File: config.mk
export PLATFORM = sky130hd
export DESIGN_NAME = play_time_counter
export DESIGN_NICKNAME = d
export VERILOG_FILES = /design/src/rtl/play_time_counter_pkg.sv /design/src/rtl/play_time_counter_bcd_digit_cnt.sv /design/src/rtl/play_time_counter.sv
export SDC_FILE = /design/constraint.sdc
export NUM_CORES = 1
export LEC_CHECK = 0
export BUFFER_PORTS_ARGS = -buffer_cell sky130_fd_sc_hd__buf_2
export CAP_MARGIN = 20
export CORE_MARGIN = 2
export CORE_UTILIZATION = 47
export CTS_CLUSTER_DIAMETER = 30
export DETAILED_ROUTE_END_ITERATION = 16
export PLACE_DENSITY = 0.68
export SYNTH_ARGS = -nofsm -noshare
export SYNTH_HDL_FRONTEND = slang
export SYNTH_SLANG_ARGS = --single-unit
File: constraint.sdc
create_clock -name clk -period 2.3 [get_ports clk]
set_input_delay 0.345 -clock clk [delete_from_list [all_inputs] [get_ports clk]]
set_output_delay 0.345 -clock clk [all_outputs]
set_load 0.01 [all_outputs]
File: src/rtl/play_time_counter_pkg.sv
// Shared definitions for the playback timer and the display path.
//   state_t       : timer state encoding (RUN / PAUSED / SAT)
//   SEC_TENS_MAX  : last value of the seconds-tens digit
//   DIGIT_MAX     : last value of any other decimal digit
package play_time_counter_pkg;

    // SAT is the only encoding with bit 1 set, so the saturated flag is a
    // straight flop bit rather than a decode.
    typedef enum logic [1:0] {
        RUN    = 2'b00,
        PAUSED = 2'b01,
        SAT    = 2'b10
    } state_t;

    localparam int SEC_TENS_MAX = 5;
    localparam int DIGIT_MAX    = 9;

endpackage

File: src/rtl/play_time_counter_bcd_digit_cnt.sv
// One decimal digit of the mm:ss counter, counting 0..MAX.
//   clk, rst : clock, asynchronous active-high reset
//   clr      : synchronous clear to 0 (wins over inc)
//   inc      : advance by one this cycle
//   digit    : current digit value
//   carry    : inc while at MAX; drives the next digit's inc
module bcd_digit_cnt #(
    parameter int MAX = 9
) (
    input  logic       clk,
    input  logic       rst,
    input  logic       clr,
    input  logic       inc,
    output logic [3:0] digit,
    output logic       carry
);

    localparam logic [3:0] LAST = 4'(MAX);

    assign carry = inc && (digit == LAST);

    always_ff @(posedge clk or posedge rst) begin
        if (rst)
            digit <= 4'd0;
        else if (clr)
            digit <= 4'd0;
        else if (inc)
            digit <= carry ? 4'd0 : digit + 4'd1;
    end

endmodule

File: src/rtl/play_time_counter.sv
// Elapsed-playback timer for the current song, output as packed BCD mm:ss.
//   clk, rst       : clock, asynchronous active-high reset
//   i_pause        : level, freezes prescaler and digits
//   i_next, i_pre,
//   i_finish_song  : rising edge restarts the timer at 00:00
//   o_dtime        : {min_tens, min_ones, sec_tens, sec_ones}
//   o_sec_tick     : one-cycle pulse, coincident with each digit increment
//   o_saturated    : high while held at MAX_MIN:59
module play_time_counter
    import play_time_counter_pkg::*;
#(
    parameter int CLK_HZ  = 100_000_000,
    parameter int MAX_MIN = 99
) (
    input  logic        clk,
    input  logic        rst,
    input  logic        i_pause,
    input  logic        i_next,
    input  logic        i_pre,
    input  logic        i_finish_song,
    output logic [15:0] o_dtime,
    output logic        o_sec_tick,
    output logic        o_saturated
);

    localparam int          PW         = (CLK_HZ > 1) ? $clog2(CLK_HZ) : 1;
    localparam logic [PW-1:0] PRESC_LAST = PW'(CLK_HZ - 1);
    localparam logic [15:0] SAT_VALUE  = {4'(MAX_MIN / 10), 4'(MAX_MIN % 10),
                                          4'(SEC_TENS_MAX), 4'(DIGIT_MAX)};

    logic [2:0]      ctl, ctl_q;
    logic            restart;
    logic [PW-1:0]   presc;
    logic            advance, tick, at_max, inc, sat_hit;
    logic [3:0][3:0] digit;
    logic [4:0]      carry;
    logic            unused_carry;
    state_t          state, state_nxt;

    // Restart edge detect: several simultaneous edges still make one restart,
    // and a held-high input only fires once.
    assign ctl     = {i_finish_song, i_pre, i_next};
    assign restart = |(ctl & ~ctl_q);

    always_ff @(posedge clk or posedge rst) begin
        if (rst) ctl_q <= '0;
        else     ctl_q <= ctl;
    end

    // Restart outranks everything; saturation stops the prescaler so the
    // value never rolls past MAX_MIN:59.
    assign advance = !i_pause && !restart && !o_saturated;
    assign tick    = advance && (presc == PRESC_LAST);
    assign at_max  = (digit == SAT_VALUE);
    assign inc     = tick && !at_max;
    assign sat_hit = tick && at_max;

    always_ff @(posedge clk or posedge rst) begin
        if (rst)
            presc <= '0;
        else if (restart)
            presc <= '0;
        else if (advance)
            presc <= tick ? '0 : presc + 1'b1;
    end

    // Strobe rises on the same edge as the digit increment.
    always_ff @(posedge clk or posedge rst) begin
        if (rst) o_sec_tick <= 1'b0;
        else     o_sec_tick <= inc;
    end

    // Digit chain: sec_ones, sec_tens (0..5), min_ones, min_tens.
    assign carry[0] = inc;

    for (genvar g = 0; g < 4; g++) begin : g_digit
        localparam int DMAX = (g == 1) ? SEC_TENS_MAX : DIGIT_MAX;
        bcd_digit_cnt #(.MAX(DMAX)) u_digit (
            .clk   (clk),
            .rst   (rst),
            .clr   (restart),
            .inc   (carry[g]),
            .digit (digit[g]),
            .carry (carry[g+1])
        );
    end

    // The top digit can never carry: saturation holds before it would.
    assign unused_carry = carry[4];
    assign o_dtime      = digit;

    // State register
    always_ff @(posedge clk or posedge rst) begin
        if (rst) state <= RUN;
        else     state <= state_nxt;
    end

    // Next-state logic
    always_comb begin
        state_nxt = state;
        if (restart)
            state_nxt = i_pause ? PAUSED : RUN;
        else if (sat_hit)
            state_nxt = SAT;
        else begin
            case (state)
                RUN:     state_nxt = i_pause ? PAUSED : RUN;
                PAUSED:  state_nxt = i_pause ? PAUSED : RUN;
                SAT:     state_nxt = SAT;
                default: state_nxt = RUN;
            endcase
        end
    end

    // Output logic
    always_comb begin
        o_saturated = state[1];
    end

endmodule
# Word-level counts from Yosys, hierarchy flattened
# Cells that the tools add are included.
[classes] eq_ne=8 bitwise=2 n_mul=0 n_reduce_logical=21 n_shift=0 div=0 n_lt_le_gt_ge=0 n_mux=19 n_addsub=5
[op_table] cell="$mux W27" count=3
[op_table] cell="$mux W4" count=12
[op_table] cell="$add A27 B1 Y27 const B" count=1
[op_table] cell="$eq A27 B27 Y1 const B" count=1
[op_table] cell="$add A4 B1 Y4 const B" count=4
[op_table] cell="$eq A16 B16 Y1 const B" count=1
[op_table] cell="$eq A4 B4 Y1 const B" count=3
[op_table] cell="$reduce_bool A2 Y1" count=5
[op_table] cell="$logic_and A1 B1 Y1" count=9
[op_table] cell="$eq A4 B3 Y1 const B" count=1
[op_table] cell="$logic_not A1 Y1" count=4
[op_table] cell="$mux W2" count=2
[op_table] cell="$pmux W2 S2" count=1
[op_table] cell="$and A3 B3 Y3" count=1
[op_table] cell="$not A3 Y3" count=1
[op_table] cell="$reduce_or A3 Y1" count=1
[op_table] cell="$eq A2 B1 Y1 const B" count=1
[op_table] cell="$eq A2 B2 Y1 const B" count=1
[op_table] cell="$logic_not A2 Y1" count=1
[op_table] cell="$reduce_or A2 Y1" count=1
[op_table] cell="$mux W1" count=1
[totals] regBits=49 elab_cells=63 memories=0 rom_bits=0 ramBits=0 output_inout_bits=18 latchBits=0 input_bits=6

# Longest topological paths before layout
# Gate-level depths: netlist of run 1.
[logic_depth] ltp_word=15 depth_mapped=8 mapped_depth_nobuf=7

# Hierarchy
# Synthesis of run 1 repeated with hierarchy kept, for this count alone.
[hier_totals] hier_cells=300 hier_area_um2=2832.7
[modules_own_cells] mod="play_time_counter" seq_area_each_um2=825.8 instances=1 cells_each=196 area_each_um2=1839.3
[modules_own_cells] mod="bcd_digit_cnt (g_digit[0].u_digit ...)" seq_area_each_um2=100.1 instances=3 cells_each=27 area_each_um2=245.2
[modules_own_cells] mod="bcd_digit_cnt (g_digit[1].u_digit)" seq_area_each_um2=100.1 instances=1 cells_each=23 area_each_um2=257.7

# Worst setup path after synthesis of run 1
# Ideal clock, no wire load.
[synth_path] path_type="register to register" from="reg presc[0]" to="reg presc[5]" setup_ns=0.121 path_buffers=2 path_stages_with_launch=8 required_time_ns=2.179 period_less_slack_ns=2.292 arrival_time_ns=2.171 slack_ns=0.008 cell_sequence="dfrtp_1 > ha_1 > nand3_1 > or4_1 > o21ba_2 > clkbuf_1 > clkbuf_1 > a22o_1"
[synth_via] elab_chain_len=5 word_cells_on_any_way=6 classes_between="1 x add/sub; 1 x eq/ne; 3 x mux; 1 x reduce/logical"
[synth_lines] item="start: declaration" line_no="play_time_counter.sv:33" rtl="logic [PW-1:0] presc;"
[synth_lines] item="start signal: assignment" line_no="play_time_counter.sv:64" rtl="presc <= tick ? '0 : presc + 1'b1;"
[synth_lines] item="branches (longest 2 deep; another with $add A27 B1 Y27)"
[synth_lines] item="$mux W27 (*)" line_no="play_time_counter.sv:64"
[synth_lines] item="$mux W27 (*)" line_no="play_time_counter.sv:63" rtl="else if (advance)"
[synth_lines] item="$mux W27 (*)" line_no="play_time_counter.sv:61" rtl="else if (restart)"
# Every way passes the cells marked *. The select of a mux whose other input is x is not followed.
# A chain may end at the register's enable or synchronous reset.

# Final worst setup path of run 1
[layout_path] from="reg state[1]" to="reg g_digit[1].u_digit.digit[1]"
[layout_via] elab_chain_len=9 word_cells_on_any_way=10 classes_between="3 x mux; 7 x reduce/logical"
[layout_lines] item="start: declaration" line_no="play_time_counter.sv:38" rtl="state_t state, state_nxt;"
[layout_lines] item="start signal: assignment" line_no="play_time_counter.sv:95" rtl="else state <= state_nxt;"
[layout_lines] item="$logic_not A1 Y1 (*)" line_no="play_time_counter.sv:52" rtl="assign advance = !i_pause && !restart && !o_saturated;"
[layout_lines] item="$logic_and A1 B1 Y1 (*)" line_no="play_time_counter.sv:52"
[layout_lines] item="$logic_and A1 B1 Y1 (*)" line_no="play_time_counter.sv:53" rtl="assign tick = advance && (presc == PRESC_LAST);"
[layout_lines] item="$logic_and A1 B1 Y1 (*)" line_no="play_time_counter.sv:55" rtl="assign inc = tick && !at_max;"
[layout_lines] item="$logic_and A1 B1 Y1 (*)" line_no="play_time_counter_bcd_digit_cnt.sv:20" rtl="assign carry = inc && (digit == LAST);"
[layout_lines] item="$logic_and A1 B1 Y1" line_no="play_time_counter_bcd_digit_cnt.sv:20"
[layout_lines] item="$mux W4" line_no="play_time_counter_bcd_digit_cnt.sv:28" rtl="digit <= carry ? 4'd0 : digit + 4'd1;"
[layout_lines] item="$mux W4" line_no="play_time_counter_bcd_digit_cnt.sv:27" rtl="else if (inc)"
[layout_lines] item="$mux W4" line_no="play_time_counter_bcd_digit_cnt.sv:25" rtl="else if (clr)"
[layout_lines] item="end signal: assignment" line_no="play_time_counter_bcd_digit_cnt.sv:28"
[layout_lines] item="end: declaration" line_no="play_time_counter_bcd_digit_cnt.sv:14" rtl="output logic [3:0] digit,"
# Every way passes the cells marked *; elsewhere a longest branch is shown, timed or not. The select of a mux whose other input is x is not followed.

==> results_dict.tcl, run 1 <==
set metrics [dict create \
    outcome "complete, no violations" \
    endpoint_kind "flip-flop" \
    drtPass1Iterations 5 \
    synth_largest_area_cell "dfrtp_1" \
    synth_top_area_share_pct 43.6 \
    synth_adder_area_share_pct 4.01 \
    worst_ep_required_time_ns 2.50 \
    portBuffers 23 \
    syn_area_um2 2810 \
    synth_compound_area_share_pct 17.9 \
    syn_area_per_cell_um2 9.07 \
    crit_fanout 8 \
    final_nets 384 \
    synth_cells 310 \
    use_met2_pct 39.8 \
    track_usage_pct 22.4 \
    avgViaCountPerCell 5.84 \
    crit_type "flip-flop to flip-flop" \
    clockBufferDepth 2 \
    max_freq_mhz 439 \
    grt_pass1_wl_um 11500 \
    met3_usage_pct 3.33 \
    diodes 0 \
    ant_nets 0 \
    slew_headroom_pct 62.4 \
    drtIter0Drc 128 \
    total_power_uw 1510 \
    grt_overflow 0 \
    grt_pass1_vias 2461 \
    fillCellCount 525 \
    rsz0062_at_grt "true" \
    num_vias 2593 \
    maxCapViolCount 0 \
    tightest_slew_ns 0.563 \
    synth_warnings 0 \
    initial_core_util_pct 48.0 \
    core_um2 5850 \
    wl_per_cell_um 15.2 \
    period_share_pct 99.1 \
    insertion_delay_ns 0.30 \
    synthDistinctLibCells 47 \
    total_leakage_power_uw 0.00151 \
    syn_to_final_growth_pct 21.8 \
    synth_top_family_by_area "simple AND/OR/NAND/NOR gates" \
    reg2reg_depth 5 \
    fin_crit_ns 2.28 \
    critPathArrivalTime_ns 2.48 \
    finalSetupViolations 0 \
    route.detailed.drc 0 \
    finish.utilization_pct 58.5 \
    hold_slack_ns 0.0858 \
    ioPinCount 24 \
    use_met1_pct 28.1 \
    yosys-top-cells-area "dfrtp_1, o21ai_0, ha_1" \
    antenna_found_initial 0 \
    htreeDepth 2 \
    r2r_slack_ns 0.02 \
    cts_sinks 49 \
    synthMuxAreaShare_pct 0.356 \
    grt_max_degree 26 \
    syn-num-nets 325 \
    setup_ws_ns 0.0206 \
    cts_tree "done" \
    ys.flop_type "dfrtp_1" \
    peakVddDrop_v 0.000333 \
    hold_path.class "primary input to asynchronous set/reset pin" \
    fp.dieH_um 81.3 \
    power.density_nw_per_um2 440 \
    layout-drive-gt1-share_pct 24.1 \
    finalMaxSlewViolations 0 \
    synthSimpleGateAreaFrac_pct 28.2 \
    start_kind "flip-flop" \
    grt-busiest-layer "met2" \
    synth_xor_area_share_pct 1.56 \
    gp_congestion 0.816 \
    hold_violations 0 \
    die_area_um2 6610 \
    reg2reg_to "g_digit[1].u_digit.digit[1]" \
    place_ws_ns -0.0816 \
    fin_skew_ns 0.0102 \
    clockRootBuffer "clkbuf_8" \
    cts_buffers 5 \
    r2r-start "state[1]" \
    dp_hpwl_um 4730 \
    die_w_um 81.3 \
    async_reset_ff_share_pct 100 \
    seq_area_frac_synth_pct 43.6 \
    path_clk_slew_ns 0.09 \
    ys_ff_latch 49 \
    synth_edf_count 0 \
    drt-total-wl_um 6740 \
    rows 28 \
]
## flip-flops by register name, summed over array words and instances, names as in the netlist
register               cells
ctl_q                      3
state                      2
presc                     27
g_digit.u_digit.digit     16
o_sec_tick                 1
## cells by family (layout without fill, tap and decap cells)
logic type | Yosys count | in the layout
AND/OR/NAND/NOR | 135 | 136
buffers and inverters | 30 | 88
XOR/XNOR | 5 | 5
adder cells (fa/ha/maj) | 9 | 9
multiplexers | 1 | 1
AO/OA/AOI/OAI | 81 | 81
flip-flops | 49 | 49
## timing repair
| item | 4_1_cts | 5_1_grt |
|---|---|---|
| gates resized for setup | 0 | 8 |
| setup endpoints to repair | 0 | 17 |
| hold buffers | 0 | 0 |
| endpoints found under the hold margin | 0 | 0 |
| buffers inserted | 0 | 1 |
## cells in the mapped netlist, types with 8 or more instances
master and instances:
a21oi_1 22, a31oi_1 9, clkbuf_1 11, dfrtp_1 49, ha_1 9, inv_1 16, nand2_1 23, nand2b_1 8
nand3_1 18, nor2_1 16, nor4_1 8, o21ai_0 23, or3_1 14, or4_1 10
## worst max-delay path, cell delays in order (launching register included)
cell and delay, ns:
dfrtp_1 0.39, or2_1 0.26, nor4_4 0.32, or4b_4 0.57, or3_4 0.40, a31o_4 0.24
## where the power goes
part,internal (µW),leakage [µW],switching (µW)
Sequential,867,0.000675,2.45
Clock,239,0.0000443,282
Combinational,38.1,0.000794,76.4
## routing by layer
layer / up-vias / routed length (µm)
li1: 1269 / -
met1: 1273 / 3120
met2: 45 / 3330
met3: 6 / 221
met4: 0 / 65
met5: - / 0
## through the flow
step	instance area (µm²)	setup TNS [ns]	instances
2_1_floorplan	2810	0	310
3_3_place_gp	3280	-0.0692	435
3_5_place_dp	3280	-0.264	435
4_1_cts	3360	0	442
5_1_grt	3420	-0.0575	444
6_report	3420	0	444
## cell usage in the layout (no fill, tap or decap), types with 2 or more instances in the layout
master / instances
dfrtp_1: 49
buf_4: 41
nand2_1: 23
o21ai_0: 23
buf_2: 23
a21oi_1: 21
nand3_1: 17
nor2_1: 16
inv_1: 15
or3_1: 13
or4_1: 10
a31oi_1: 9
nand2b_1: 8
ha_1: 8
nand4_1: 7
nor3_1: 7
nor4_1: 7
o31ai_1: 6
clkbuf_8: 6
and3_1: 5
a22o_1: 4
a21o_1: 4
and3b_1: 3
xnor2_1: 3
a31o_2: 3
and2_1: 2
o22ai_1: 2
nand3b_1: 2
or4b_4: 2
a41oi_1: 2
nor3b_1: 2
xor2_1: 2
## how the worst max path moves through the flow
stage	slack (ns)	cells past startpoint	startpoint	endpoint
global route	-0.04	6	presc[1]	g_digit[1].u_digit.digit[1]
detailed placement	-0.08	6	i_pause	g_digit[1].u_digit.digit[1]
CTS	0.004	5	presc[9]	g_digit[0].u_digit.digit[3]
floorplan	0.008	7	presc[0]	presc[5]
global placement	-0.04	6	i_pause	g_digit[1].u_digit.digit[1]
finish	0.02	5	state[1]	g_digit[1].u_digit.digit[1]
## layout make-up
cell class                 instances  area [µm²]  area share (%)
inverter                          16        60.1            1.75
clock buffer                       7        86.3            2.52
sequential                        49        1230            35.8
multi-input combinational        232        1510            44.2
tap                               75        93.8            2.74
timing repair buffer              65         443            12.9
(Power assumes the default switching activity.)
==> run 2, diff against run 1 <==
ABC_AREA = 1   (was unset)
PLACE_DENSITY = 0.67   (was 0.68)
==> run 2 against run 1 <==
  * Critical path depth is 3 higher
  * Critical path type unchanged
  * Highest routed layer unchanged
  * Design area is 1.8% lower
  * Routed wire length is 3.7% higher
  * Sequential cell count stayed put
  * Largest power group unchanged
  * Critical endpoint is now g_digit[0].u_digit.digit[3]
  * Largest cell class unchanged
==> results_dict.tcl, run 2 <==
set metrics [dict create \
    cts_sinks 49 \
    path_cells "ha_1 -> nand2_1 -> nor2_2 -> inv_1 -> nor3_2 -> nor2_4 -> nor2_2 -> o21ai_0" \
    clockRootBuffer "clkbuf_8" \
    synth_top_area_share_pct 40.2 \
    fin_cells 509 \
    hold_buffers 0 \
    fp.dieH_um 84.6 \
    syn_to_final_growth_pct 10.2 \
    track_usage_pct 20.7 \
    cp_num_buf_inv 1 \
    path_clk_slew_ns 0.09 \
    grt_pass1_vias 2529 \
    finalMaxSlewViolations 0 \
    crit_slowest_cell "dfrtp_1" \
    peakVddDrop_v 0.000330 \
    max_freq_mhz 529 \
    cts-resized-gates 0 \
    seq_area_frac_synth_pct 40.2 \
    async_reset_ff_share_pct 100 \
    outcome "complete, no violations" \
    worst-path-stages 8 \
    finalSetupViolations 0 \
    worst_ep_required_time_ns 2.48 \
    rsz0062_at_grt "false" \
    cts_buffers 5 \
    grt_pass1_wl_um 12100 \
    min_path_cells 1 \
    final_cell_mix "nand2_1, inv_1, dfrtp_1" \
    fin_crit_ns 1.89 \
    maxCapViolCount 0 \
    crit_type "flip-flop to flip-flop" \
    cts_setup_buffers 0 \
    yosys-top-cells-area "dfrtp_1, nand2_1, inv_1" \
    synth_largest_area_cell "dfrtp_1" \
    endpoint_kind "flip-flop" \
    route.detailed.drc 0 \
    crit_fanout 6 \
    dp.cells 501 \
    cts_tree "done" \
    dp_hpwl_um 5290 \
    initial_core_util_pct 48.4 \
    drtPass1Iterations 4 \
    regMostFlops "presc" \
    ys.flop_type "dfrtp_1" \
    syn-num-nets 416 \
    gp_congestion 0.898 \
    syn_area_um2 3050 \
    drt-total-wl_um 6990 \
    ioPinCount 24 \
    ant_nets 0 \
    syn_area_per_cell_um2 7.61 \
    layout-drive-gt1-share_pct 15.0 \
    fin_tns_setup_ns 0 \
    reg_top3 "presc (27), g_digit.u_digit.digit (16), ctl_q (3)" \
    slew_headroom_pct 45.0 \
    hold_violations 0 \
    mostFrequentLayoutCell "nand2_1" \
    synthDistinctLibCells 33 \
    hold_slack_ns 0.161 \
    avgViaCountPerCell 5.25 \
    cpMostUsedCell "nor2_2" \
    period_share_pct 82.3 \
    tightest_slew_ns 0.825 \
    htreeDepth 2 \
    antenna_found_initial 0 \
    grt_max_degree 40 \
    critPathArrivalTime_ns 2.07 \
    portBuffers 23 \
    clockBufferDepth 2 \
    synth_warnings 0 \
    rows 29 \
    synth_most_common_cell "nand2_1" \
    diodes 0 \
    total_leakage_power_uw 0.00158 \
    largest_register_ffs 27 \
    synth_commonest_cells "nand2_1, inv_1, dfrtp_1, nor2_1, nand3_1" \
    power.density_nw_per_um2 442 \
    die_area_um2 7160 \
    insertion_delay_ns 0.31 \
    ys_ff_latch 49 \
    final_nets 446 \
    drtIter0Drc 143 \
    reg2reg_depth 8 \
    fillCellCount 621 \
    hold_path.class "primary input to flip-flop" \
    multi_input_area_um2 1600 \
    synth_cells 401 \
    regArea_um2 1230 \
    synth_edf_count 0 \
    die_w_um 84.6 \
    grt_overflow 0 \
    core_um2 6310 \
    start_kind "flip-flop" \
    num_vias 2673 \
    wl_per_cell_um 13.7 \
    fin_skew_ns 0.0102 \
    critPathMaxStageDelay_ns 0.46 \
    cpLargestDelayFamily "simple AND/OR/NAND/NOR gates" \
]
-- run 2: final timing paths --
check                                            startpoint                          end  slack [ns]
worst max register to register  g_digit[2].u_digit.digit[0]  g_digit[0].u_digit.digit[3]        0.41
worst min register to register                     state[1]                     state[0]        0.50
worst min-delay path                                  i_pre                     ctl_q[1]        0.16
max in group asynchronous                               rst                    presc[19]        1.48
min in group asynchronous                               rst                     state[1]        0.20
worst max-delay path            g_digit[2].u_digit.digit[0]  g_digit[0].u_digit.digit[3]        0.41
-- run 2: layout make-up --
| type | count | area share (%) |
|---|---|---|
| flip-flops and latches | 49 | 36.5 |
| repair buffers | 28 | 4.54 |
| clock buffers | 6 | 2.16 |
| clock inverters | 2 | 0.298 |
| inverters | 54 | 6.03 |
| multi-input cells | 293 | 47.7 |
| well taps | 77 | 2.86 |
-- run 2: kinds of logic after synthesis --
kind of cell / Yosys count / synth area share, %
adder cells (fa/ha/maj): 9 / 3.69
buffers and inverters: 59 / 7.34
XOR/XNOR: 21 / 6.02
AO/OA/AOI/OAI: 37 / 6.68
AND/OR/NAND/NOR: 226 / 36.1
flip-flops: 49 / 40.2
-- run 2: metrics by stage --
step | power [µW] | worst slack [ns] | util, % | area [µm²]
floorplan | 964 | 0.604 | - | 3050
global placement | 1000 | 0.457 | 52.0 | 3280
detailed placement | 1010 | 0.397 | 52.0 | 3280
CTS | 1510 | 0.370 | 53.3 | 3360
global route | 1550 | 0.145 | 53.3 | 3360
finish | 1490 | 0.408 | 53.3 | 3360
-- run 2: report_power, final --
part / switching (µW) / total, µW / internal [µW]
registers: 9.22 / 879 / 870
clock network: 290 / 502 / 212
logic: 76.3 / 105 / 29.1
-- run 2: metal layers --
layer	GRT usage (%)	wire [µm]	vias up
li1	-	-	1352
met3	3.54	302	8
met2	33.9	3310	51
met4	5.19	97	0
met1	28.7	3280	1262
met5	0	0	-
==> run 3, diff against run 2 <==
ABC_AREA = 0   (was 1)
PLACE_DENSITY = 0.65   (was 0.67)
clock period = 1.9 ns   (was 2.3 ns; I/O delays follow)
==> run 3 against run 2 <==
  * The run now ends with negative setup slack left
  * Clock skew up 0.0014 ns
  * Non-clock buffer count grew 92
  * Utilization rose by 19 points
  * Maximum frequency is 16% lower
  * Clock-buffer cell count up 1
  * Setup slack got worse by 0.77 ns
  * Critical endpoint is now g_digit[2].u_digit.digit[1]
  * Power up 40%
  * Sequential share of layout area down 7.5 points
  * Via count increased by 12%
  * Largest cell class unchanged
==> results_dict.tcl, run 3 (same netlist as run 1, synthesis figures left out) <==
set metrics [dict create \
    outcome "complete, but fails checks" \
    violations "negative setup slack" \
    initial_core_util_pct 48.0 \
    r2r_slack_ns -0.36 \
    track_usage_pct 27.1 \
    clockBufferDepth 2 \
    hold_violations 0 \
    fin_skew_ns 0.0116 \
    htreeDepth 2 \
    die_w_um 81.3 \
    dp_hpwl_um 5220 \
    tightest_slew_ns 0.425 \
    postLayoutCellArea_um2 4240 \
    final_cell_mix "buf_4, dfrtp_1, nand2_1, buf_2" \
    fp.dieH_um 81.3 \
    use_met1_pct 33.8 \
    cts_tree "done" \
    syn_to_final_growth_pct 50.9 \
    finalMaxSlewViolations 0 \
    finish.utilization_pct 72.5 \
    dp.cells 472 \
    path_clk_slew_ns 0.10 \
    insertion_delay_ns 0.32 \
    crit_slowest_cell "or4b_4" \
    rows 28 \
    path_cells "nor4_4 -> nand4_2 -> buf_4 -> or4b_4 -> or4_1 -> a21oi_1" \
    hold_slack_ns 0.0805 \
    setup_ws_ns -0.364 \
    start_kind "flip-flop" \
    rsz0062_at_grt "true" \
    crit_fanout 4 \
    drtPass1Iterations 5 \
    clockRootBuffer "clkbuf_8" \
    grt_pass1_vias 2868 \
    ioPinCount 24 \
    met3_usage_pct 4.22 \
    grt_max_degree 33 \
    avgViaCountPerCell 5.95 \
    largest_register_ffs 27 \
    portBuffers 23 \
    fin_crit_ns 2.26 \
    power.density_nw_per_um2 489 \
    worst_ep_required_time_ns 2.14 \
    wl_per_cell_um 17.6 \
    die_area_um2 6610 \
    grt_pass1_wl_um 13600 \
    grt_overflow 0 \
    reg2reg_depth 6 \
    crit_type "flip-flop to flip-flop" \
    peakVddDrop_v 0.000408 \
    num_vias 2994 \
    slew_headroom_pct 71.6 \
    maxCapViolCount 0 \
    critPathArrivalTime_ns 2.51 \
    gp_congestion 0.856 \
    hold_path.class "primary input to flip-flop" \
    use_met2_pct 47.2 \
    grt-busiest-layer "met2" \
    route.detailed.drc 0 \
    finalSetupViolations 38 \
    mostFrequentLayoutCell "buf_4" \
    fin_cells 503 \
    drt-total-wl_um 8840 \
    diodes 0 \
    cts_sinks 49 \
    antenna_found_initial 0 \
    placedInstanceArea_um2 3590 \
    regMostFlops "presc" \
    cts_buffers 5 \
    layout-drive-gt1-share_pct 43.9 \
    fin_tns_setup_ns -7.13 \
    reg2reg_to "g_digit[2].u_digit.digit[1]" \
    r2r-start "presc[9]" \
    final_nets 442 \
    max_freq_mhz 442 \
    reg_top3 "presc (27), g_digit.u_digit.digit (16), ctl_q (3)" \
    total_leakage_power_uw 0.00188 \
    ant_nets 0 \
    cp-endpoint "g_digit[2].u_digit.digit[1]" \
    drtIter0Drc 145 \
    worstSetupStartpoint "presc[9]" \
    core_um2 5850 \
    endpoint_kind "flip-flop" \
    critPathMaxStageDelay_ns 0.52 \
    period_share_pct 119 \
]
run 3: cell count changes in the layout (fill, tap and decap cells not counted), moves of 7 or more:
cell      previous run  this run
nand2_1            101        23
nand3_1             25        15
a31oi_1              0         9
nand2b_1             0         8
xor2_1              18         2
inv_1               49        15
or3_1                0        12
buf_4                5        79
nor2_1              42        14
buf_6                0        15
or4_4                0         7
a21oi_2              0         8
nand4_1             15         7
run 3: per-layer routing:
layer	part of all wire, %	wire length [µm]	up-vias
met5	0	0	-
met2	52	4610	94
met1	41	3660	1491
met4	1.9	168	0
li1	-	-	1394
met3	4.5	396	15
run 3: through the flow:
step / power (µW) / worst slack (ns)
after global placement: 1240 / -0.344
after detailed placement: 1240 / -0.411
final: 2070 / -0.364
after CTS: 2060 / -0.304
after global routing: 2140 / -0.434
after floorplan: 1160 / -0.329
run 3: timing repair:
item,in CTS,in global routing
setup buffers,13,4
pin swaps,23,19
gates resized for setup,38,46
gates cloned,5,0
hold buffers,1,0
setup endpoints to repair,39,42
hold endpoints to repair,17,0
run 3: cell type report:
| cell class | count | area, µm² |
|---|---|---|
| Clock buffer | 7 | 86.3 |
| Clock inverter | 1 | 30.0 |
| Fill cell | 433 | 1610 |
| Inverter | 16 | 60.1 |
| Multi-Input combinational cell | 235 | 1820 |
| Sequential cell | 49 | 1230 |
| Tap cell | 75 | 93.8 |
| Timing Repair Buffer | 120 | 927 |
run 3: worst min-delay path by stage:
stage / startpoint / slack (ns) / depth (start not counted) / to
6_report: i_finish_song / 0.08 / 1 / ctl_q[2]
5_1_grt: i_finish_song / 0.08 / 1 / ctl_q[2]
4_1_cts: i_finish_song / 0.08 / 1 / ctl_q[2]
3_5_place_dp: rst / 0.31 / 2 / ctl_q[0]
3_3_place_gp: rst / 0.30 / 2 / ctl_q[0]
2_1_floorplan: i_next / 0.32 / 0 / ctl_q[0]
run 3: worst max-delay path, delay by kind of cell, from the launching register on:
kind | cells | cell delay [ns]
compound gates | 1 | 0.16
buf+inv | 1 | 0.18
flops | 1 | 0.43
simple gates | 4 | 1.41
run 3: report_power, final:
| part | switching [µW] | internal, µW |
|---|---|---|
| clock network | 372 | 430 |
| registers | 5.70 | 1050 |
| logic | 122 | 95.6 |
